**src/rtl/ram_arbiter_if.sv**
```systemverilog
// ram_arbiter_if
//  Bundles the two requester ports and the single-port RAM bus seen by ram_arbiter.
//  master modport: the requesters plus the RAM (the environment around the arbiter).
//  slave modport:  the arbiter itself.
//  Signals:
//   req0/req1, we0/we1, addr0/addr1, wdata0/wdata1  request side, held until ack
//   ack0/ack1, err0/err1, rdata0/rdata1              completion side, valid with ack
//   busy                                             arbiter not idle
//   ram_we, ram_addr, ram_wdata, ram_rdata           RAM MemWrite / A / WriteData / ReadData
interface ram_arbiter_if #(
   parameter int DW = 32,
   parameter int AW = 32
);
   logic          req0;
   logic          req1;
   logic          we0;
   logic          we1;
   logic [AW-1:0] addr0;
   logic [AW-1:0] addr1;
   logic [DW-1:0] wdata0;
   logic [DW-1:0] wdata1;
   logic          ack0;
   logic          ack1;
   logic          err0;
   logic          err1;
   logic [DW-1:0] rdata0;
   logic [DW-1:0] rdata1;
   logic          busy;
   logic          ram_we;
   logic [AW-1:0] ram_addr;
   logic [DW-1:0] ram_wdata;
   logic [DW-1:0] ram_rdata;

   modport master (
      output req0, req1, we0, we1, addr0, addr1, wdata0, wdata1, ram_rdata,
      input  ack0, ack1, err0, err1, rdata0, rdata1, busy, ram_we, ram_addr, ram_wdata
   );

   modport slave (
      input  req0, req1, we0, we1, addr0, addr1, wdata0, wdata1, ram_rdata,
      output ack0, ack1, err0, err1, rdata0, rdata1, busy, ram_we, ram_addr, ram_wdata
   );
endinterface

```
**src/rtl/ram_arbiter.sv**
```systemverilog
// ram_arbiter
//  Two-port round-robin arbiter/sequencer in front of a single-port data RAM.
//  Port 0 is the CPU load/store unit, port 1 a secondary master. One transaction
//  at a time; only word-aligned addresses inside [BASE_ADDR, BASE_ADDR+4*DEPTH_WORDS)
//  reach the RAM, anything else completes immediately with err.
//  Ports:
//   clk  rising-edge clock
//   rst  asynchronous reset, active low
//   bus  ram_arbiter_if.slave: requester ports 0/1, busy, and the RAM bus
//  Every output is a flop; outputs are computed from the next-state decision.
module ram_arbiter #(
   parameter int            DW          = 32,
   parameter int            AW          = 32,
   parameter logic [AW-1:0] BASE_ADDR   = 'h1000,
   parameter int            DEPTH_WORDS = 64,
   parameter int            RD_LAT      = 1
) (
   input logic          clk,
   input logic          rst,
   ram_arbiter_if.slave bus
);

   localparam logic [1:0] IDLE   = 2'd0;
   localparam logic [1:0] ACCESS = 2'd1;
   localparam logic [1:0] WAIT   = 2'd2;
   localparam logic [1:0] DONE   = 2'd3;

   localparam int          CW           = (RD_LAT > 1) ? $clog2(RD_LAT) : 1;
   // One extra bit so the window end cannot wrap for windows touching the top of the address space.
   localparam logic [AW:0] WINDOW_BYTES = (AW+1)'(4 * DEPTH_WORDS);

   logic [1:0]    state;
   logic [1:0]    state_next;
   logic          last_grant;
   logic          gnt_port;
   logic          lat_we;
   logic [CW-1:0] cnt;

   logic          grant_valid;
   logic          grant_port;
   logic          sel_we;
   logic          sel_ok;
   logic [AW-1:0] sel_addr;
   logic [AW-1:0] sel_offset;
   logic [DW-1:0] sel_wdata;
   logic          enter_done;
   logic          done_port;

   // Round robin: with both ports requesting, the one not served last wins.
   assign grant_valid = (state == IDLE) && (bus.req0 || bus.req1);
   assign grant_port  = (bus.req0 && bus.req1) ? ~last_grant : bus.req1;

   assign sel_we     = grant_port ? bus.we1    : bus.we0;
   assign sel_addr   = grant_port ? bus.addr1  : bus.addr0;
   assign sel_wdata  = grant_port ? bus.wdata1 : bus.wdata0;
   assign sel_offset = sel_addr - BASE_ADDR;
   assign sel_ok     = (sel_addr[1:0] == 2'b00) && (sel_addr >= BASE_ADDR) &&
                       ({1'b0, sel_offset} < WINDOW_BYTES);

   always_comb begin
      state_next = state;
      case (state)
         IDLE: begin
            if (grant_valid) begin
               state_next = sel_ok ? ACCESS : DONE;
            end
         end
         ACCESS:  state_next = lat_we ? DONE : WAIT;
         WAIT: begin
            if (cnt == '0) begin
               state_next = DONE;
            end
         end
         DONE:    state_next = IDLE;
         default: state_next = IDLE;
      endcase
   end

   // DONE is only reached directly from IDLE on a decode error, so that path is the err path.
   assign enter_done = (state_next == DONE) && (state != DONE);
   assign done_port  = (state == IDLE) ? grant_port : gnt_port;

   always_ff @(posedge clk or negedge rst) begin
      if (!rst) begin
         state         <= IDLE;
         last_grant    <= 1'b1;
         gnt_port      <= 1'b0;
         lat_we        <= 1'b0;
         cnt           <= '0;
         bus.busy      <= 1'b0;
         bus.ack0      <= 1'b0;
         bus.ack1      <= 1'b0;
         bus.err0      <= 1'b0;
         bus.err1      <= 1'b0;
         bus.rdata0    <= '0;
         bus.rdata1    <= '0;
         bus.ram_we    <= 1'b0;
         bus.ram_addr  <= '0;
         bus.ram_wdata <= '0;
      end else begin
         state    <= state_next;
         bus.busy <= (state_next != IDLE);
         bus.ack0 <= enter_done && !done_port;
         bus.ack1 <= enter_done && done_port;
         bus.err0 <= enter_done && (state == IDLE) && !done_port;
         bus.err1 <= enter_done && (state == IDLE) && done_port;
         // The write strobe can only rise together with the move into ACCESS.
         bus.ram_we <= grant_valid && sel_ok && sel_we;

         if (grant_valid) begin
            last_grant <= grant_port;
            gnt_port   <= grant_port;
            lat_we     <= sel_we;
         end

         // RAM address/data stay put after ACCESS so a multi-cycle read sees a stable address.
         if (grant_valid && sel_ok) begin
            bus.ram_addr  <= sel_offset;
            bus.ram_wdata <= sel_wdata;
         end

         if (state == ACCESS) begin
            cnt <= CW'(RD_LAT - 1);
         end else if ((state == WAIT) && (cnt != '0)) begin
            cnt <= cnt - CW'(1);
         end

         if ((state == WAIT) && (state_next == DONE)) begin
            if (gnt_port) begin
               bus.rdata1 <= bus.ram_rdata;
            end else begin
               bus.rdata0 <= bus.ram_rdata;
            end
         end else if ((state == IDLE) && enter_done && !sel_we) begin
            if (grant_port) begin
               bus.rdata1 <= '0;
            end else begin
               bus.rdata0 <= '0;
            end
         end
      end
   end

endmodule

```
**src/flat_wrapper.sv**
```systemverilog
// flat-port wrapper written by rule: the top's interface ports become plain ports
module ram_arbiter_flat 
#(
   parameter int            DW          = 32,
   parameter int            AW          = 32,
   parameter logic [AW-1:0] BASE_ADDR   = 'h1000,
   parameter int            DEPTH_WORDS = 64,
   parameter int            RD_LAT      = 1
)
  (clk, rst, bus_req0, bus_req1, bus_we0, bus_we1, bus_addr0, bus_addr1, bus_wdata0, bus_wdata1, bus_ram_rdata, bus_ack0, bus_ack1, bus_err0, bus_err1, bus_rdata0, bus_rdata1, bus_busy, bus_ram_we, bus_ram_addr, bus_ram_wdata);
  ram_arbiter_if #(.DW(DW), .AW(AW)) bus_i ();
  input logic clk;
  input logic rst;
  input wire logic [$bits(bus_i.req0)-1:0] bus_req0;
  input wire logic [$bits(bus_i.req1)-1:0] bus_req1;
  input wire logic [$bits(bus_i.we0)-1:0] bus_we0;
  input wire logic [$bits(bus_i.we1)-1:0] bus_we1;
  input wire logic [$bits(bus_i.addr0)-1:0] bus_addr0;
  input wire logic [$bits(bus_i.addr1)-1:0] bus_addr1;
  input wire logic [$bits(bus_i.wdata0)-1:0] bus_wdata0;
  input wire logic [$bits(bus_i.wdata1)-1:0] bus_wdata1;
  input wire logic [$bits(bus_i.ram_rdata)-1:0] bus_ram_rdata;
  output wire logic [$bits(bus_i.ack0)-1:0] bus_ack0;
  output wire logic [$bits(bus_i.ack1)-1:0] bus_ack1;
  output wire logic [$bits(bus_i.err0)-1:0] bus_err0;
  output wire logic [$bits(bus_i.err1)-1:0] bus_err1;
  output wire logic [$bits(bus_i.rdata0)-1:0] bus_rdata0;
  output wire logic [$bits(bus_i.rdata1)-1:0] bus_rdata1;
  output wire logic [$bits(bus_i.busy)-1:0] bus_busy;
  output wire logic [$bits(bus_i.ram_we)-1:0] bus_ram_we;
  output wire logic [$bits(bus_i.ram_addr)-1:0] bus_ram_addr;
  output wire logic [$bits(bus_i.ram_wdata)-1:0] bus_ram_wdata;
  assign bus_i.req0 = bus_req0;
  assign bus_i.req1 = bus_req1;
  assign bus_i.we0 = bus_we0;
  assign bus_i.we1 = bus_we1;
  assign bus_i.addr0 = bus_addr0;
  assign bus_i.addr1 = bus_addr1;
  assign bus_i.wdata0 = bus_wdata0;
  assign bus_i.wdata1 = bus_wdata1;
  assign bus_i.ram_rdata = bus_ram_rdata;
  assign bus_ack0 = bus_i.ack0;
  assign bus_ack1 = bus_i.ack1;
  assign bus_err0 = bus_i.err0;
  assign bus_err1 = bus_i.err1;
  assign bus_rdata0 = bus_i.rdata0;
  assign bus_rdata1 = bus_i.rdata1;
  assign bus_busy = bus_i.busy;
  assign bus_ram_we = bus_i.ram_we;
  assign bus_ram_addr = bus_i.ram_addr;
  assign bus_ram_wdata = bus_i.ram_wdata;
  ram_arbiter #(.DW(DW), .AW(AW), .BASE_ADDR(BASE_ADDR), .DEPTH_WORDS(DEPTH_WORDS), .RD_LAT(RD_LAT)) u_core (.clk(clk), .rst(rst), .bus(bus_i));
endmodule
```
**config.mk**
```make
export PLATFORM = sky130hd
export DESIGN_NAME = ram_arbiter_flat
export DESIGN_NICKNAME = d
export VERILOG_FILES = /design/src/rtl/ram_arbiter_if.sv /design/src/rtl/ram_arbiter.sv /design/src/flat_wrapper.sv
export SDC_FILE = /design/constraint.sdc
export NUM_CORES = 1
export LEC_CHECK = 0
export CAP_MARGIN = 25
export CORE_MARGIN = 5
export CORE_UTILIZATION = 43
export DETAILED_ROUTE_END_ITERATION = 12
export HOLD_SLACK_MARGIN = 0.08
export PLACE_DENSITY_LB_ADDON = 0.25
export SYNTH_ARGS = -nofsm -noshare
export SYNTH_HDL_FRONTEND = slang
export SYNTH_SLANG_ARGS = --single-unit
export TNS_END_PERCENT = 20
```
**constraint.sdc**
```tcl
create_clock -name clk -period 4.47 [get_ports clk]
set_input_delay 0.447 -clock clk [delete_from_list [all_inputs] [get_ports clk]]
set_output_delay 0.447 -clock clk [all_outputs]
set_load 0.05 [all_outputs]
```
* After elaboration in Yosys (flattened, before gate mapping) *
Index checks and enable logic that the tools add are counted.

cells by class
  $add $sub $neg = 2
  magnitude comparators = 2
  equality and inequality tests = 8
  muxes and demuxes = 20
  bitwise logic cells = 1
  reduce and logical (&&, ||, !) cells = 26

operators with widths
  operator                                                                 number
  32-bit 2-to-1 mux                                                        10
  32-bit by 13-bit >= comparator with 1-bit output, second input constant  1
  32-bit by 9-bit < comparator with 1-bit output, second input constant    1
  32-bit by 13-bit subtractor with 32-bit output, second input constant    1
  1-bit logical AND                                                        15
  2-bit case mux with 4 select lines                                       1
  2-bit nonzero test                                                       4
  2-bit == test, second input constant                                     3
  1-bit 2-to-1 mux                                                         6
  2-bit 2-to-1 mux                                                         3
  2-bit != test, second input constant                                     3
  3-bit AND reduction                                                      2
  2-bit logical NOT                                                        2
  2-bit by 1-bit == test with 1-bit output, second input constant          1
  1-bit logical NOT                                                        2
  2-bit by 1-bit != test with 1-bit output, second input constant          1
  1-bit logical OR                                                         1
  1-bit inverter                                                           1
  1-bit subtractor, second input constant                                  1

storage, ports and cells
  bits in registers = 140
  output and inout bits = 134
  logic and storage cells = 74

* Logic depth before layout (Yosys ltp) *
Gate-level depths: netlist (run 1).

  word-level depth = 15
  gate-level depth with buffers = 18
  depth with buffers taken out = 11

* Worst setup path before layout (run 1) *
No wires, ideal clock.

  kind = reg2reg
  start point = reg u_core.last_grant
  end point = reg u_core.bus.ram_wdata[1]
  setup time = 0.128 ns
  data arrival time = 3.880 ns
  path slack = 0.463 ns
  stages on the path, launching flop included = 19
  buffers on the path = 7
  clock period less this slack = 4.007 ns
  cell sequence = dfstp_2 -> a21bo_2 -> buf_2 -> buf_2 -> clkbuf_1 -> buf_1 -> nand2_1 -> and2_1 -> ha_1 -> buf_2 -> nor3b_1 -> xor2_1 -> nand4b_1 -> o32a_1 -> or3_1 -> nand4b_1 -> buf_2 -> buf_6 -> mux2_1

on the way
  word-level cells in the longest chain between the ends = 7
  elaborated cells between the ends (all ways) = 11

ends and longest elaborated chain
  item                                            RTL line              source
  start, declared                                 ram_arbiter.sv:34     logic last_grant;
  start signal, assigned                          ram_arbiter.sv:111    last_grant <= grant_port;
  1-bit inverter                                  ram_arbiter.sv:51     assign grant_port = (bus.req0 && bus.req1) ? ~last_grant : bus.req1;
  1-bit 2-to-1 mux                                ram_arbiter.sv:51
  32-bit 2-to-1 mux                               ram_arbiter.sv:54     assign sel_addr = grant_port ? bus.addr1 : bus.addr0;
  32-bit by 13-bit subtractor with 32-bit output  ram_arbiter.sv:56     assign sel_offset = sel_addr - BASE_ADDR;
  via u_core.sel_offset[12]                       ram_arbiter.sv:44     logic [AW-1:0] sel_offset;
  32-bit by 9-bit < comparator with 1-bit output  ram_arbiter.sv:58     ({1'b0, sel_offset} < WINDOW_BYTES);
  1-bit logical AND                               ram_arbiter.sv:57     assign sel_ok = (sel_addr[1:0] == 2'b00) && (sel_addr >= BASE_ADDR) &&
  1-bit logical AND                               ram_arbiter.sv:117    if (grant_valid && sel_ok) begin
  end signal, assigned                            ram_arbiter.sv:119    bus.ram_wdata <= sel_wdata;
  end, declared                                   ram_arbiter_if.sv:41  output ack0, ack1, err0, err1, rdata0, rdata1, busy, ram_we, ram_addr, ram_wdata

The timed path passes the listed nets, and every way through them passes these cells.
A chain may end at the register's enable or synchronous reset.

* Final worst setup path (run 1) *
  start point = in bus_req1
  end point = reg u_core.bus.rdata0[27]

on the way
  word-level cells in the longest chain between the ends = 15
  elaborated cells between the ends (all ways) = 26

ends and longest elaborated chain
  item                                                                                 RTL line                               source
  start, declared                                                                      flat_wrapper.sv:15                     input wire logic [$bits(bus_i.req1)-1:0] bus_req1;
  1-bit logical AND                                                                    ram_arbiter.sv:51
  1-bit 2-to-1 mux                                                                     ram_arbiter.sv:51
  32-bit 2-to-1 mux                                                                    ram_arbiter.sv:54
  32-bit by 13-bit subtractor with 32-bit output (tied with other cells)               ram_arbiter.sv:56
  32-bit by 9-bit < comparator with 1-bit output or 1-bit logical AND (tied branches)  ram_arbiter.sv:58, ram_arbiter.sv:57
  1-bit logical AND                                                                    ram_arbiter.sv:57
  2-bit 2-to-1 mux                                                                     ram_arbiter.sv:65                      state_next = sel_ok ? ACCESS : DONE;
  2-bit 2-to-1 mux                                                                     ram_arbiter.sv:64                      if (grant_valid) begin
  2-bit case mux with 4 select lines                                                   ram_arbiter.sv:62                      case (state)
  2-bit == test                                                                        ram_arbiter.sv:80, ram_arbiter.sv:128
  1-bit logical AND                                                                    ram_arbiter.sv:80                      assign enter_done = (state_next == DONE) && (state != DONE);
  1-bit logical AND (2 in a row)                                                       ram_arbiter.sv:134                     end else if ((state == IDLE) && enter_done && !sel_we) begin
  2-bit nonzero test (no source line)                                                  n/a
  3-bit AND reduction (no source line)                                                 n/a
  end signal, assigned                                                                 ram_arbiter.sv:132                     bus.rdata0 <= bus.ram_rdata;
  end, declared                                                                        ram_arbiter_if.sv:41

Parallel ways exist; a longest one is shown, timed or not.

==> results of run 1 <==
## cells by family (layout without fill, tap and decap cells)
group,count (synthesis),in the layout
XOR/XNOR,12,12
buffers and inverters,50,352
adder cells (fa/ha/maj),2,2
other,0,1
flip-flops,140,140
AND/OR/NAND/NOR,250,250
multiplexers,112,112
AO/OA/AOI/OAI,93,93
## area by class of cell
class                      instances  area (um2)
fill                            1261        5170
sequential                       140        3500
multi-input combinational        469        3160
timing repair buffer             311        3110
clock buffer                      17         425
tap                              216         270
clock inverter                    15         149
inverter                           9        33.8
antenna                            1        2.50
## worst max-delay path, delay by kind of cell
family,cells,cell delay [ns]
adder cells (fa/ha/maj),1,0.37
XOR/XNOR,1,0.22
AO/OA/AOI/OAI,2,0.47
multiplexers,2,0.39
buffers and inverters,2,0.88
AND/OR/NAND/NOR,3,1.19
## layer usage
layer  up-vias  part of all wire  track usage
li1       2884                 -            -
met1      2916              0.39        0.278
met2       228              0.49        0.370
met3        31             0.099       0.0798
met4         0             0.022       0.0660
met5         -                 0            0
## state kept, by name, summed over array words and instances (netlist names)
signal and flops:
u_core.bus.ram_we 1, u_core.gnt_port 1, u_core.bus.ack0 1, u_core.bus.ram_wdata 32
u_core.lat_we 1, u_core.last_grant 1, u_core.state 2, u_core.bus.err0 1
u_core.bus.ram_addr 32, u_core.bus.rdata0 32, u_core.cnt 1, u_core.bus.err1 1
u_core.bus.busy 1, u_core.bus.rdata1 32, u_core.bus.ack1 1
## per-stage QoR
step	area (um2)	std cells
finish	10700	1178
floorplan	6910	659
CTS	10600	1176
global placement	10100	1143
global route	10700	1178
detailed placement	10100	1143
## cell usage in the layout (no fill, tap or decap), types with 2 or more instances in the layout
master and n:
nor3b_1 4, dfrtp_1 139, xnor2_1 5, nor2b_1 2, inv_6 5, buf_4 9, xor2_1 7, a21oi_2 23
and2_1 23, nor4bb_1 2, nand3_1 10, inv_8 3, nor3_1 9, nand2_1 146, clkinv_4 3, clkbuf_16 17
nor3_2 4, o31ai_1 2, mux2_2 16, a22o_1 2, mux2i_1 70, o211ai_1 2, nand4_1 8, or4_1 2
a21oi_1 42, nand4b_1 3, nor4_1 8, o21ai_0 5, buf_12 2, mux2_1 26, a311oi_1 2, clkinv_8 2
nor2_1 13, nor4b_1 5, nor2_4 2, ha_1 2, a31oi_1 3, inv_1 9, or3_1 3, clkdlybuf4s50_1 298
## how the worst max path moves through the flow
stage                                        startpoint                                    to  cells after the start
after floorplan           u_core.last_grant$_DFFE_PN1P_   u_core.bus.ram_wdata[1]$_DFFE_PN0P_                     18
after global placement                         bus_req1  u_core.bus.ram_wdata[22]$_DFFE_PN0P_                     12
after detailed placement                       bus_req1     u_core.bus.rdata0[31]$_DFFE_PN0P_                     11
after CTS                                      bus_req1     u_core.bus.rdata0[27]$_DFFE_PN0P_                     11
after global routing                           bus_req1     u_core.bus.rdata0[27]$_DFFE_PN0P_                     11
final                                          bus_req1     u_core.bus.rdata0[27]$_DFFE_PN0P_                     11
## power by group through the flow
stage / Sequential (mW) / Clock (mW) / Combinational (mW)
floorplan: 2.78 / 0 / 0.837
global placement: 1.77 / 0 / 2.84
detailed placement: 1.79 / 0 / 2.87
CTS: 1.77 / 1.38 / 2.88
global route: 1.81 / 1.44 / 3.03
finish: 1.77 / 1.35 / 2.86
==> run metrics, run 1 <==
Final nets=1116; setup_tns=0 ns; worst-skew pair later-pin latency=0.41 ns; Die Area=18700 um2; total vias in the final route=6059; clock group share of total power=0.225; Final Setup Violations=0; Internal=3.37 mW; dpl ws=0.476 ns; top-area cell type share of the netlist area=0.503; worst-margin pin slew=1.05 ns; clock slew at reported path FFs=0.06 ns; Initial Util=0.437; relative slew slack=0.300; max cap viols=0; Ports=300; syn_area_per_cell=10.5 um2; ys async rst share=1.00; final worst slack=0.770 ns; Synth Area in Simple Gates=0.174; vias in the first global route=6023; Worst setup EP type=flip-flop; gpl congestion=0.920; # hold bufs at CTS=1; Post-synth top cells=nand2_1, dfrtp_1, mux2i_1; Compound-Gate Fraction of Synth Area=0.0909; hold_sp=u_core.lat_we$_DFFE_PN0P_; GR Overflow Total=0; combinational power share=0.479; Final Hold Vio Count=0; R2R Path End=u_core.bus.rdata0[27]$_DFFE_PN0P_; number of synthesized flops with an enable pin=0; total clock buffers created by CTS=17; crit-path cells=clkdlybuf4s50_1, a21boi_4, mux2i_1, ha_1, nand4_1, xor2_1, mux2i_1, nor4_1, or4b_2, buf_4, a21oi_1; Iteration-0 DRC Markers=354; FF-to-FF setup slack=0.96 ns; share of post-route cells with drive strength above 1=0.101; register bit count reported by yosys=140; Die H=137 um; Mapped Nets=827; Max Slew Vio Count=0; first drt pass iteration count=4; initial antenna violation count=1; run status=complete, no violations; RSZ-0062 raised after global routing=no; Worst VDD drop=0.000365 V; multiplexer area fraction after synthesis=0.170; cell taking the most area after synthesis=dfrtp_1; f_max=270 MHz; routed vias/inst=5.14; CP dominant cell by count=mux2i_1; Core Region=15800 um2; Top FF cell, synth=dfrtp_1; slowest cell on the critical path=or4b_2; Net Sw Power=2.61 mW; Critical Path RT=4.80 ns; Tcrit/Tclk final=0.828; Port Buffers=299; Netlist Area Pre-Place=6910 um2; row count=46; r2r worst-path depth=10; register area share after synthesis=0.507; YS warnings=0; largest net degree at the start of global routing=65; Area Growth Syn to Fin=54.2%; switching share of power=0.436; DRC=0; Post-Route WL=21100 um; Synth cell types=55; GR Util All Layers=0.224; slowest stage delay, CP=0.62 ns; Util after Layout=0.674; Hold Path Stages=2; HPWL after DPL=15600 um; top cells by area, synth=dfrtp_1, mux2i_1, nand2_1; main combinational cell family by area after synthesis=simple AND/OR/NAND/NOR gates; r2r startpoint=u_core.last_grant$_DFFE_PN1P_; crit path max fanout=64; sequential power share=0.296; post-route ant nets=0; Post-Synth XOR/XNOR Area=0.0152; Avg WL per Cell=17.9 um; Worst Hold Slack=0.485 ns; HP Class=flip-flop to flip-flop; clock buffer depth=2; CTS H-tree lvls=4; Crit Path Class=input port to flip-flop; Pwr Total=5.98 mW; die width=137 um; Static Leak=4.66 nW; CTS tree=done; Post-Synth Adder-Cell Area=0.00362; most frequent cell after synthesis=nand2_1; clock root cell=clkbuf_16; Post-CTS Setup Inserts=0; min Tclk post-route=3.70 ns; Pwr per Cell Area=561 nW/um2; post-CTS sizing=0; hold endpoint=u_core.lat_we$_DFFE_PN0P_; Data arrival, critical path=4.03 ns; skew final=0.0103 ns; crit path launch type=input port; first-pass GRT wire length=32700 um; Cells after Synth=659; clk sink count=140
Note: power is estimated with default switching activity, not from simulation.
==> run 2, diff against run 1 <==
- CORE_UTILIZATION: 43 -> 39
- clock period: 4.47 -> 3.19 ns (I/O delays scaled with it)
==> run metrics, run 2 (synthesis results as in run 1) <==
run status=complete, no violations; Crit Path Class=flip-flop to flip-flop; r2r startpoint=u_core.last_grant$_DFFE_PN1P_; die width=143 um (+4.6%); Worst VDD drop=0.000753 V (+110%); HP Class=input port to flip-flop; Final Setup Violations=0 (unchanged); Initial Util=0.398 (-0.0385); commonest non-fill, non-tap cell in the layout=clkdlybuf4s50_1; CTS tree=done; slowest cell on the critical path=or4b_4; Data arrival, critical path=3.47 ns (-0.56 ns); hold_sp=bus_req1; post-route ant nets=0 (unchanged); relative slew slack=0.592 (+0.292); Port Buffers=299 (unchanged); RSZ-0062 raised after global routing=yes; initial antenna violation count=1 (unchanged); Critical Path RT=3.51 ns (-1.29 ns); first drt pass iteration count=4 (unchanged); Util after Layout=0.657 (-0.0169); Final Hold Vio Count=0 (unchanged); clock root cell=clkbuf_16; clk sink count=140 (unchanged); largest net degree at the start of global routing=58 (-11%); Post-Route WL=22600 um (+7.1%); total vias in the final route=6252 (+3.2%); Final nets=1169 (+4.7%); clock buffer depth=2 (unchanged); Worst setup EP type=flip-flop; max cap viols=0 (unchanged); Area Growth Syn to Fin=64.9%; post-route cell area=11400 um2 (+6.9%); worst-skew pair later-pin latency=0.41 ns (about the same); Core Region=17400 um2 (+9.7%); Pwr Total=8.44 mW (+41%); min Tclk post-route=3.15 ns; hold endpoint=u_core.last_grant$_DFFE_PN1P_; CP dominant cell by count=buf_4; CTS H-tree lvls=4 (unchanged); GR Overflow Total=0 (unchanged); DRC=0 (unchanged); total clock buffers created by CTS=17 (unchanged); Pwr per Cell Area=741 nW/um2 (+32%); slowest stage delay, CP=0.56 ns (-0.06 ns); placed cell area=10500 um2 (+4.5%); R2R Path End=u_core.bus.rdata0[22]$_DFFE_PN0P_; Ports=300 (unchanged); Iteration-0 DRC Markers=266 (-25%); Tcrit/Tclk final=0.987; first-pass GRT wire length=35100 um (+7.5%); share of post-route cells with drive strength above 1=0.196 (+0.0953); final worst slack=0.0415 ns (-0.728 ns); worst-margin pin slew=0.613 ns (-0.437 ns); crit path launch type=flip-flop; Avg WL per Cell=18.2 um (+1.8%); gpl congestion=0.884 (-3.9%); dpl ws=-0.499 ns (-0.974 ns); Die H=143 um (+4.6%); most frequent cells in the layout=clkdlybuf4s50_1, nand2_1, dfrtp_1; vias in the first global route=6638 (+10%); Static Leak=5.06 nW (+8.5%); Die Area=20500 um2 (+9.5%); Hold Path Stages=3 (+1); crit-path cells=a21boi_4, mux2i_4, ha_4, inv_2, o31ai_1, nand2_1, buf_4, buf_4, nor3_2, o211ai_1, or4b_4, buf_12, a21oi_1; GR Util All Layers=0.220 (-0.00408); FF-to-FF setup slack=0.04 ns (-0.92 ns); row count=48 (+4.3%); r2r worst-path depth=13 (+3); routed vias/inst=5.04 (-2.0%); Worst Hold Slack=0.351 ns (-0.134 ns); crit path max fanout=32 (-50%); clock slew at reported path FFs=0.06 ns (about the same); HPWL after DPL=16500 um (+5.4%); skew final=0.00590 ns (-0.00442 ns); f_max=318 MHz; Max Slew Vio Count=0 (unchanged)
run 2: worst max-delay path by stage:
stage / startpoint / endpoint
global route: u_core.last_grant$_DFFE_PN1P_ / u_core.bus.ram_wdata[4]$_DFFE_PN0P_
detailed placement: bus_req1 / u_core.bus.ram_wdata[20]$_DFFE_PN0P_
finish: u_core.last_grant$_DFFE_PN1P_ / u_core.bus.rdata0[22]$_DFFE_PN0P_
CTS: u_core.last_grant$_DFFE_PN1P_ / u_core.bus.ram_wdata[20]$_DFFE_PN0P_
floorplan: u_core.last_grant$_DFFE_PN1P_ / u_core.bus.ram_wdata[1]$_DFFE_PN0P_
global placement: bus_req1 / u_core.bus.ram_wdata[13]$_DFFE_PN0P_
run 2: metal layers:
metal  routed length, um  up-vias  global-route usage
met3                2050       51              0.0693
met5                   0        -                   0
li1                    -     2990                   -
met1                8820     2960               0.259
met2               11000      251               0.374
met4                 747        0              0.0885
run 2: worst max-delay path, delay by kind of cell (launching register included):
family / cells / cell delay (ns)
simple gates: 3 / 0.84
compound gates: 4 / 0.78
buf+inv: 4 / 0.50
flops: 1 / 0.39
mux: 1 / 0.31
fa+ha+maj: 1 / 0.21
run 2: layout make-up:
type / count / area (um2)
inverters: 9 / 33.8
clock buffers: 17 / 425
clock inverters: 15 / 129
diodes: 1 / 2.50
well taps: 225 / 282
repair buffers: 364 / 3640
fillers: 1421 / 5960
flip-flops and latches: 140 / 3500
multi-input cells: 469 / 3380
run 2: through the flow:
step           TNS (ns)  instances
6_report              0       1240
5_1_grt          -10.76       1240
4_1_cts          -0.851       1239
3_5_place_dp     -54.29       1193
3_3_place_gp     -43.48       1193
2_1_floorplan    -19.14        659
run 2: what timing repair did:
item / 4_1_cts / 5_1_grt
hold buffers: 1 / 0
resized for setup: 33 / 21
setup endpoints to repair: 90 / 128
pin swaps: 8 / 12
buffers inserted: 9 / 2
hold endpoints to repair: 53 / 0
gates cloned: 4 / 0
run 2: power breakdown:
group / total [mW] / leakage, nW / internal [mW] / switching (mW)
clock network: 1.85 / 0.265 / 1.02 / 0.829
logic: 4.11 / 2.96 / 1.53 / 2.58
registers: 2.49 / 1.83 / 2.23 / 0.257
==> run 3, diff against run 2 <==
- ABC_AREA: not set -> 1
- CORE_UTILIZATION: 39 -> 40
==> run metrics, run 3 <==
largest net degree at the start of global routing=81 (+40%); Worst Hold Slack=0.445 ns (+0.0941 ns); crit path launch type=flip-flop; Avg WL per Cell=15.0 um (-18%); Core Region=18000 um2 (+3.8%); Max Slew Vio Count=0 (unchanged); Die H=146 um (+1.7%); max cap viols=0 (unchanged); min Tclk post-route=2.93 ns (-0.219 ns); CTS H-tree lvls=4 (unchanged); Post-synth top cells=nand2_1, nor2_1, dfrtp_1; share of post-route cells with drive strength above 1=0.0855 (-0.111); critical path capture point=u_core.bus.ram_addr[7]$_DFFE_PN0P_; HPWL after DPL=17000 um (+3.0%); Util after Layout=0.634 (-0.0225); syn_area_per_cell=7.52 um2 (-28%); Data arrival, critical path=3.23 ns (-0.24 ns); Crit Path Class=flip-flop to flip-flop; worst-skew pair later-pin latency=0.42 ns (about the same); Synth cell types=32 (-42%); Mapped Nets=1145 (+38%); cell taking the most area after synthesis=dfrtp_1; register area share after synthesis=0.477 (-0.0302); Die Area=21200 um2 (+3.4%); Critical Path RT=3.49 ns (-0.02 ns); clk sink count=140 (unchanged); Static Leak=5.63 nW (+11%); Cells after Synth=977 (+48%); total clock buffers created by CTS=17 (unchanged); clock buffer depth=2 (unchanged); GR Util All Layers=0.211 (-0.00895); skew final=0.00701 ns (+0.00110 ns); Final nets=1453 (+24%); Port Buffers=299 (unchanged); vias in the first global route=7011 (+5.6%); final worst slack=0.261 ns (+0.219 ns); FILL cells=1616 (+14%); run status=complete, no violations; crit path max fanout=22 (-31%); GR Overflow Total=0 (unchanged); total vias in the final route=7344 (+17%); Tcrit/Tclk final=0.918 (-0.0687); die width=146 um (+1.7%); top cells by area, synth=dfrtp_1, nand2_1, nor2_1; post-route ant nets=0 (unchanged); Netlist Area Pre-Place=7350 um2 (+6.3%); Crit. Startpoint=u_core.last_grant$_DFFE_PN1P_; Post-Route WL=22900 um (+1.1%); routed vias/inst=4.81 (-4.6%); Iteration-0 DRC Markers=376 (+41%); Ports=300 (unchanged); Ant. Diodes=0 (-1); Final Hold Vio Count=0 (unchanged); DRC=0 (unchanged); number of synthesized flops with an enable pin=0 (unchanged); ys async rst share=1.00 (unchanged); f_max=341 MHz (+7.5%); relative slew slack=0.591 (about the same); R2R Path End=u_core.bus.ram_addr[7]$_DFFE_PN0P_; dpl ws=-0.0825 ns (+0.416 ns); Final Setup Violations=0 (unchanged); CTS tree=done; top-area cell type share of the netlist area=0.473 (-0.0300); commonest non-fill, non-tap cell in the layout=clkdlybuf4s50_1; Worst setup EP type=flip-flop; HP Class=input port to async pin; Reg area=3500 um2 (unchanged); Area Growth Syn to Fin=55.5%; r2r worst-path depth=19 (+6); most frequent cells in the layout=clkdlybuf4s50_1, nand2_1, nor2_1; Top FF cell, synth=dfrtp_1; footprint of the multi-input gates=3160 um2 (-6.3%); initial antenna violation count=0 (-1); Pwr per Cell Area=738 nW/um2 (-0.41%); Initial Util=0.408 (+0.00953); row count=49 (+2.1%); YS warnings=0 (unchanged); most frequent cell after synthesis=nand2_1; Worst VDD drop=0.000611 V (-19%); clock slew at reported path FFs=0.06 ns (about the same); first-pass GRT wire length=36600 um (+4.3%); register bit count reported by yosys=140 (unchanged); r2r startpoint=u_core.last_grant$_DFFE_PN1P_; clock root cell=clkbuf_16; worst-margin pin slew=0.611 ns (-0.00131 ns); gpl congestion=0.857 (-3.1%); Pwr Total=8.43 mW (-0.11%); first drt pass iteration count=5 (+1); FF-to-FF setup slack=0.26 ns (+0.22 ns)
==> run 3: where the power goes <==
part	total [mW]	leakage (nW)	internal (mW)	switching [mW]
combinational	4.04	3.55	1.34	2.70
clock	2.06	0.290	1.28	0.778
sequential	2.33	1.80	2.14	0.191
==> run 3: timing repair <==
action                     CTS  global route
setup endpoints to repair    0           115
hold endpoints to repair    60             0
gates resized for setup      0            13
buffers inserted             0             3
hold buffers                 1             0
==> run 3: how the worst min path moves through the flow <==
stage	from	end	slack, ns
finish	rst	u_core.bus.rdata1[22]$_DFFE_PN0P_	0.45
global route	u_core.bus.rdata1[25]$_DFFE_PN0P_	u_core.bus.rdata1[25]$_DFFE_PN0P_	0.49
CTS	rst	u_core.bus.rdata1[22]$_DFFE_PN0P_	0.45
detailed placement	rst	u_core.bus.rdata1[22]$_DFFE_PN0P_	0.33
floorplan	rst	u_core.bus.ack0$_DFF_PN0_	0.02
global placement	rst	u_core.bus.rdata1[22]$_DFFE_PN0P_	0.33
==> run 3: per-stage QoR <==
| stage | cell area [um2] | TNS [ns] | instances |
|---|---|---|---|
| floorplan | 7350 | 0 | 977 |
| global placement | 10700 | 0 | 1490 |
| detailed placement | 10700 | -1.97 | 1490 |
| CTS | 11300 | 0 | 1523 |
| global route | 11400 | -0.0117 | 1527 |
| finish | 11400 | 0 | 1527 |
==> run 3: cells by family (layout without fill, tap and decap cells) <==
family,after synthesis,after routing,synth area share
AO/OA/AOI/OAI,93,93,0.0780
XOR/XNOR,3,3,0.00358
adder cells (fa/ha/maj),2,2,0.00340
buffers and inverters,155,476,0.0982
flip-flops,140,140,0.477
multiplexers,2,2,0.00272
AND/OR/NAND/NOR,582,582,0.337
==> run 3: worst max-delay path, cell delays in order, from the launching register on <==
cell and delay, ns:
dfstp_2 0.56, nand2_2 0.10, nand2_4 0.12, buf_4 0.20, nand2_1 0.06, nand2_1 0.11
nand2_1 0.13, nor2_2 0.16, nand2_1 0.08, nor2_2 0.10, nand3_1 0.07, nand2_1 0.10
nand2_1 0.07, nor2_1 0.12, nand3_2 0.14, nor2_4 0.15, buf_12 0.17, buf_12 0.15
o21ai_0 0.10, o21a_1 0.11
==> run 3: area by class of cell <==
cell class	instances	share of cell area
multi-input combinational	682	0.277
sequential	140	0.307
timing repair buffer	342	0.304
clock inverter	12	0.0140
inverter	102	0.0335
tap	229	0.0251
clock buffer	20	0.0400
==> run 3: layer usage <==
layer	GRT usage	vias up	part of all wire
li1	-	3667	-
met1	0.263	3389	0.42
met5	0	-	0
met2	0.345	259	0.47
met4	0.0658	0	0.022
met3	0.0744	29	0.085
==> edit 1 (flow settings as in run 3) <==
`AW` is set to 32 in 3 places; all go to 48.
--- a/src/rtl/ram_arbiter_if.sv
+++ b/src/rtl/ram_arbiter_if.sv
@@ -11,3 +11,3 @@
    parameter int DW = 32,
-   parameter int AW = 32
+   parameter int AW = 48
 );
--- a/src/rtl/ram_arbiter.sv
+++ b/src/rtl/ram_arbiter.sv
@@ -12,3 +12,3 @@
    parameter int            DW          = 32,
-   parameter int            AW          = 32,
+   parameter int            AW          = 48,
    parameter logic [AW-1:0] BASE_ADDR   = 'h1000,
--- a/src/flat_wrapper.sv
+++ b/src/flat_wrapper.sv
@@ -4,3 +4,3 @@
    parameter int            DW          = 32,
-   parameter int            AW          = 32,
+   parameter int            AW          = 48,
    parameter logic [AW-1:0] BASE_ADDR   = 'h1000,
Ports: changed (resized bus_addr0, bus_addr1 and bus_ram_addr); port bits go from 300 to 348. No check against the original RTL was run, so the function may have changed too.
==> edit 1 against run 3 <==
- critical path depth rose by 4
- highest routed layer unchanged
- non-clock buffer count rose by 110
- combinational power rose by 13%
- power rose by 9.5%
- synthesized area rose by 20%
- sequential share of layout area fell by 3.1 points
- via count rose by 28%
- setup slack got worse by 0.13 ns
- final area rose by 24%
- sequential cell count rose by 16
- wire length rose by 34%
- hold slack improved by 0.024 ns
==> edit 1: results (changes against run 3) <==
| Metric | Value |
|---|---|
| Syn Nets | `1459 (+27%)` |
| Share of cells above drive strength 1 | `17.5% (+8.9 points)` |
| Vias in the first global route | `8778 (+25%)` |
| Arr. time, crit path | `3.35 ns (+0.12 ns)` |
| Number of port buffers | `347 (+16%)` |
| Worst Skew | `0.0136 ns (+0.00664 ns)` |
| Wire length per cell | `15.5 µm (+3.7%)` |
| Clock Power | `2.10 mW (+2%)` |
| Initial antenna violation count | `1 (+1)` |
| Ranking of synthesized cells by area | `dfrtp_1 (44%), nand2_1 (20%), nand3_1 (5.8%)` |
| First-pass GRT wire length | `45100 µm (+23%)` |
| Critical path class | `reg2reg` |
| Post-synth cell types | `26 (-19%)` |
| Actual slew at the worst max-slew pin | `0.898 ns (+0.286 ns)` |
| Postcts setup bufs | `1 (+1)` |
| Post-place setup slack | `-0.394 ns (-0.311 ns)` |
| Hold Path Class | `reg2reg` |
| Final std cells w/o fill | `1967 (+29%)` |
| Gate power share | `49.7% (+1.8 points)` |
| Worst Reg2Reg Path Length in Cells | `23 (+4)` |
| DP Wirelength | `22700 µm (+34%)` |
| Switching fraction of total power | `44.7% (+1.2 points)` |
| Sequential cell area fraction in the yosys report | `44.3% (-3.4 points)` |
| First DRT Iteration DRCs | `606 (+61%)` |
| Static Leak | `7.15 nW (+27%)` |
| Reg-to-reg slack, setup | `0.13 ns (-0.13 ns)` |
| Placement Cell Area | `13000 µm² (+22%)` |
| Status | `finished, final reports clean` |
| Total Routing Usage GR | `22.5% (+1.4 points)` |
| Crit Path Max Fanout | `19 (-14%)` |
| Largest net degree at the start of global routing | `94 (+16%)` |
| Peak VDD IR | `0.368 mV (-40%)` |
| Placer Congestion | `0.948 (+11%)` |
==> edit 1: cell types whose count changed after synthesis, moves of 5 or more <==
cell	run 3	this run
o21a_1	38	0
inv_1	100	123
nand3_1	96	102
o21ai_1	3	47
nand3b_1	19	33
inv_2	2	32
o21ai_0	42	54
or2_2	1	41
dfrtp_1	139	155
a21oi_1	6	1
nand2_1	264	476
nor2_1	174	102
nor2_2	2	11
==> edit 1: cell type report <==
class	instances	area (µm²)	area share [%]
Multi-Input combinational cell	891	4230	29.9
Inverter	155	584	4.12
Antenna cell	1	2.50	0.0177
Clock buffer	17	425	3.00
Sequential cell	156	3910	27.6
Timing Repair Buffer	452	4480	31.6
Tap cell	280	350	2.47
Clock inverter	15	198	1.39
==> edit 1: layer usage <==
metal / part of all wire, % / track usage (%)
met1: 40 / 27.5
met2: 50 / 39.9
met3: 7.6 / 5.00
met4: 2.2 / 6.42
met5: 0 / 0
==> edit 1: critical path, delay by kind of cell (launching register included) <==
family,cells,cell delay (ns)
flops,1,0.56
simple gates,16,1.48
compound gates,1,0.08
buf+inv,6,0.78
==> edit 1: cells by family after synthesis <==
group | synth area share, %
and+or+nand+nor | 38.5
buffers and inverters | 10.8
DFF | 44.3
AOI/OAI and AO/OA | 5.98
adders and majority gates | 0.284
muxes | 0.114
==> edit 1: worst min path at each step <==
stage / endpoint / slack (ns) / cells past startpoint
after floorplan: u_core.bus.ack0 / 0.02 / 0
after global placement: u_core.bus.rdata1[27] / 0.45 / 1
after detailed placement: u_core.bus.ram_addr[30] / 0.45 / 2
after CTS: u_core.bus.ram_addr[30] / 0.47 / 2
after global routing: u_core.bus.rdata0[6] / 0.49 / 2
final: u_core.bus.ram_addr[34] / 0.47 / 2
==> edit 2 (config.mk and constraints of run 3) <==
Without the edit above. Make the reset (`rst`) synchronous in one clocked block. Comments in the files are not updated.
--- a/src/rtl/ram_arbiter.sv
+++ b/src/rtl/ram_arbiter.sv
@@ -82,3 +82,3 @@
 
-   always_ff @(posedge clk or negedge rst) begin
+   always_ff @(posedge clk) begin
       if (!rst) begin
Behaviour: differs if rst is asserted again (counterexample within 4 cycles, from zero or initial values and one cycle with rst low); with rst held inactive, the same outputs for 4 cycles.
==> edit 2 against run 3 <==
- sequential cell count stayed put
- clock skew is 0.0025 ns higher
- setup slack better by 0.077 ns
- clock power is 14% lower
- final area is 6.4% lower
- die area is 6.3% lower
- power is 30% lower
- critical endpoint is now u_core.bus.ram_addr[3]
- combinational power is 47% lower
- wire length is 2.8% lower
- sequential power is 14% lower
- synthesized area is 6.8% lower
- final cell count is 0.26% higher
==> edit 2: results (changes against run 3) <==
| Metric | Value |
|---|---|
| Status | `finished, final reports clean` |
| Worst hold slack | `0.352 ns (-0.0931 ns)` |
| Cells after synthesis | `1008 (+3.2%)` |
| Ranking of synthesized cells by area | `dfxtp_1 (41%), nand2_1 (16%), nor2_1 (7.7%)` |
| Via count | `7310 (-0.46%)` |
| Routed WL | `22200 µm (-2.8%)` |
| Slowest stage delay, CP | `0.49 ns (-0.07 ns)` |
| Placer Congestion | `0.878 (+2.5%)` |
| Worst Hold Endpoint | `u_core.bus.ram_wdata[22]` |
| Largest net degree at the start of global routing | `72 (-11%)` |
| Fmax | `0.351 GHz (+2.7%)` |
| Asr flop ratio synth | `0% (-100 points)` |
| Comb group | `2.16 mW (-47%)` |
| Setup crit start | `bus_req0` |
| Peak VDD IR | `0.415 mV (-32%)` |
| DP Wirelength | `16800 µm (-1.0%)` |
| Arr. time, crit path | `3.16 ns (-0.07 ns)` |
| First-pass GRT wire length | `35200 µm (-3.9%)` |
| Rel. slew slack | `50.1% (-9.0 points)` |
| Syn Nets | `1177 (+2.8%)` |
| Pint | `3.75 mW (-21%)` |
| Met3 GRT Util | `9.24% (+1.8 points)` |
| Initial DRT Pass Iterations | `4 (-1)` |
| Crit Path Max Fanout | `46 (+110%)` |
| First DRT Iteration DRCs | `368 (-2.1%)` |
| Hold Path Class | `in2reg` |
| GRT met2 Usage | `37.6% (+3.1 points)` |
| Wire length per cell | `14.5 µm (-3.0%)` |
| Post-place setup slack | `-0.108 ns (-0.0250 ns)` |
| Share of cells above drive strength 1 | `10.4% (+1.8 points)` |
| CP max stage cell | `clkdlybuf4s50_1` |
| Final nets | `1469 (+1.1%)` |
| Sequential cell area fraction in the yosys report | `40.9% (-6.8 points)` |
| Reg-to-reg slack, setup | `0.36 ns (+0.10 ns)` |
| Placement Cell Area | `10200 µm² (-5.2%)` |
| Sequential share of power | `33.9% (+6.2 points)` |
| Vias in the first global route | `7058 (+0.67%)` |
| Critical Path End | `u_core.bus.ram_addr[3]` |
| Top cells by count, synth | `nand2_1 (297), nor2_1 (141), dfxtp_1 (140)` |
| Total Routing Usage GR | `21.9% (+0.80 points)` |
| Worst Skew | `0.00949 ns (+0.00248 ns)` |
| GRT overflow | `0 (unchanged)` |
| FF-to-FF Start | `u_core.last_grant` |
| Met1 GRT Util | `24.7% (-1.7 points)` |
| Switch Pwr | `2.19 mW (-40%)` |
| Static Leak | `4.58 nW (-19%)` |
[edit 2: cell types whose count changed after synthesis, moves of 9 or more]
cell / change
nor2_1: -33
nand2_1: +33
o21ai_1: +9
a31oi_1: +33
dfxtp_1: +140
dfrtp_1: -139
inv_1: -31
o21a_1: -38
clkbuf_1: +14
a21oi_1: +26
a21oi_2: +30
nand3_1: -14
[edit 2: final cells by class]
type,instances,area [µm²]
fill,1541,6010
multi-input combinational,725,3420
timing repair buffer,339,3380
sequential,140,2800
clock buffer,19,453
inverter,77,289
tap,220,275
clock inverter,11,73.8
[edit 2: routing by layer]
metal / vias to the layer above / routed length (µm)
met5: - / 0
met4: 0 / 376
li1: 3807 / -
met3: 20 / 2000
met1: 3245 / 9010
met2: 238 / 10800
[edit 2: logic make-up after synthesis]
group                    share of synthesized area (%)
AO/OA/AOI/OAI                                     14.1
buffers and inverters                             9.39
XOR/XNOR                                         0.384
flip-flops                                        40.9
AND/OR/NAND/NOR                                   34.5
adder cells (fa/ha/maj)                          0.548
multiplexers                                     0.146
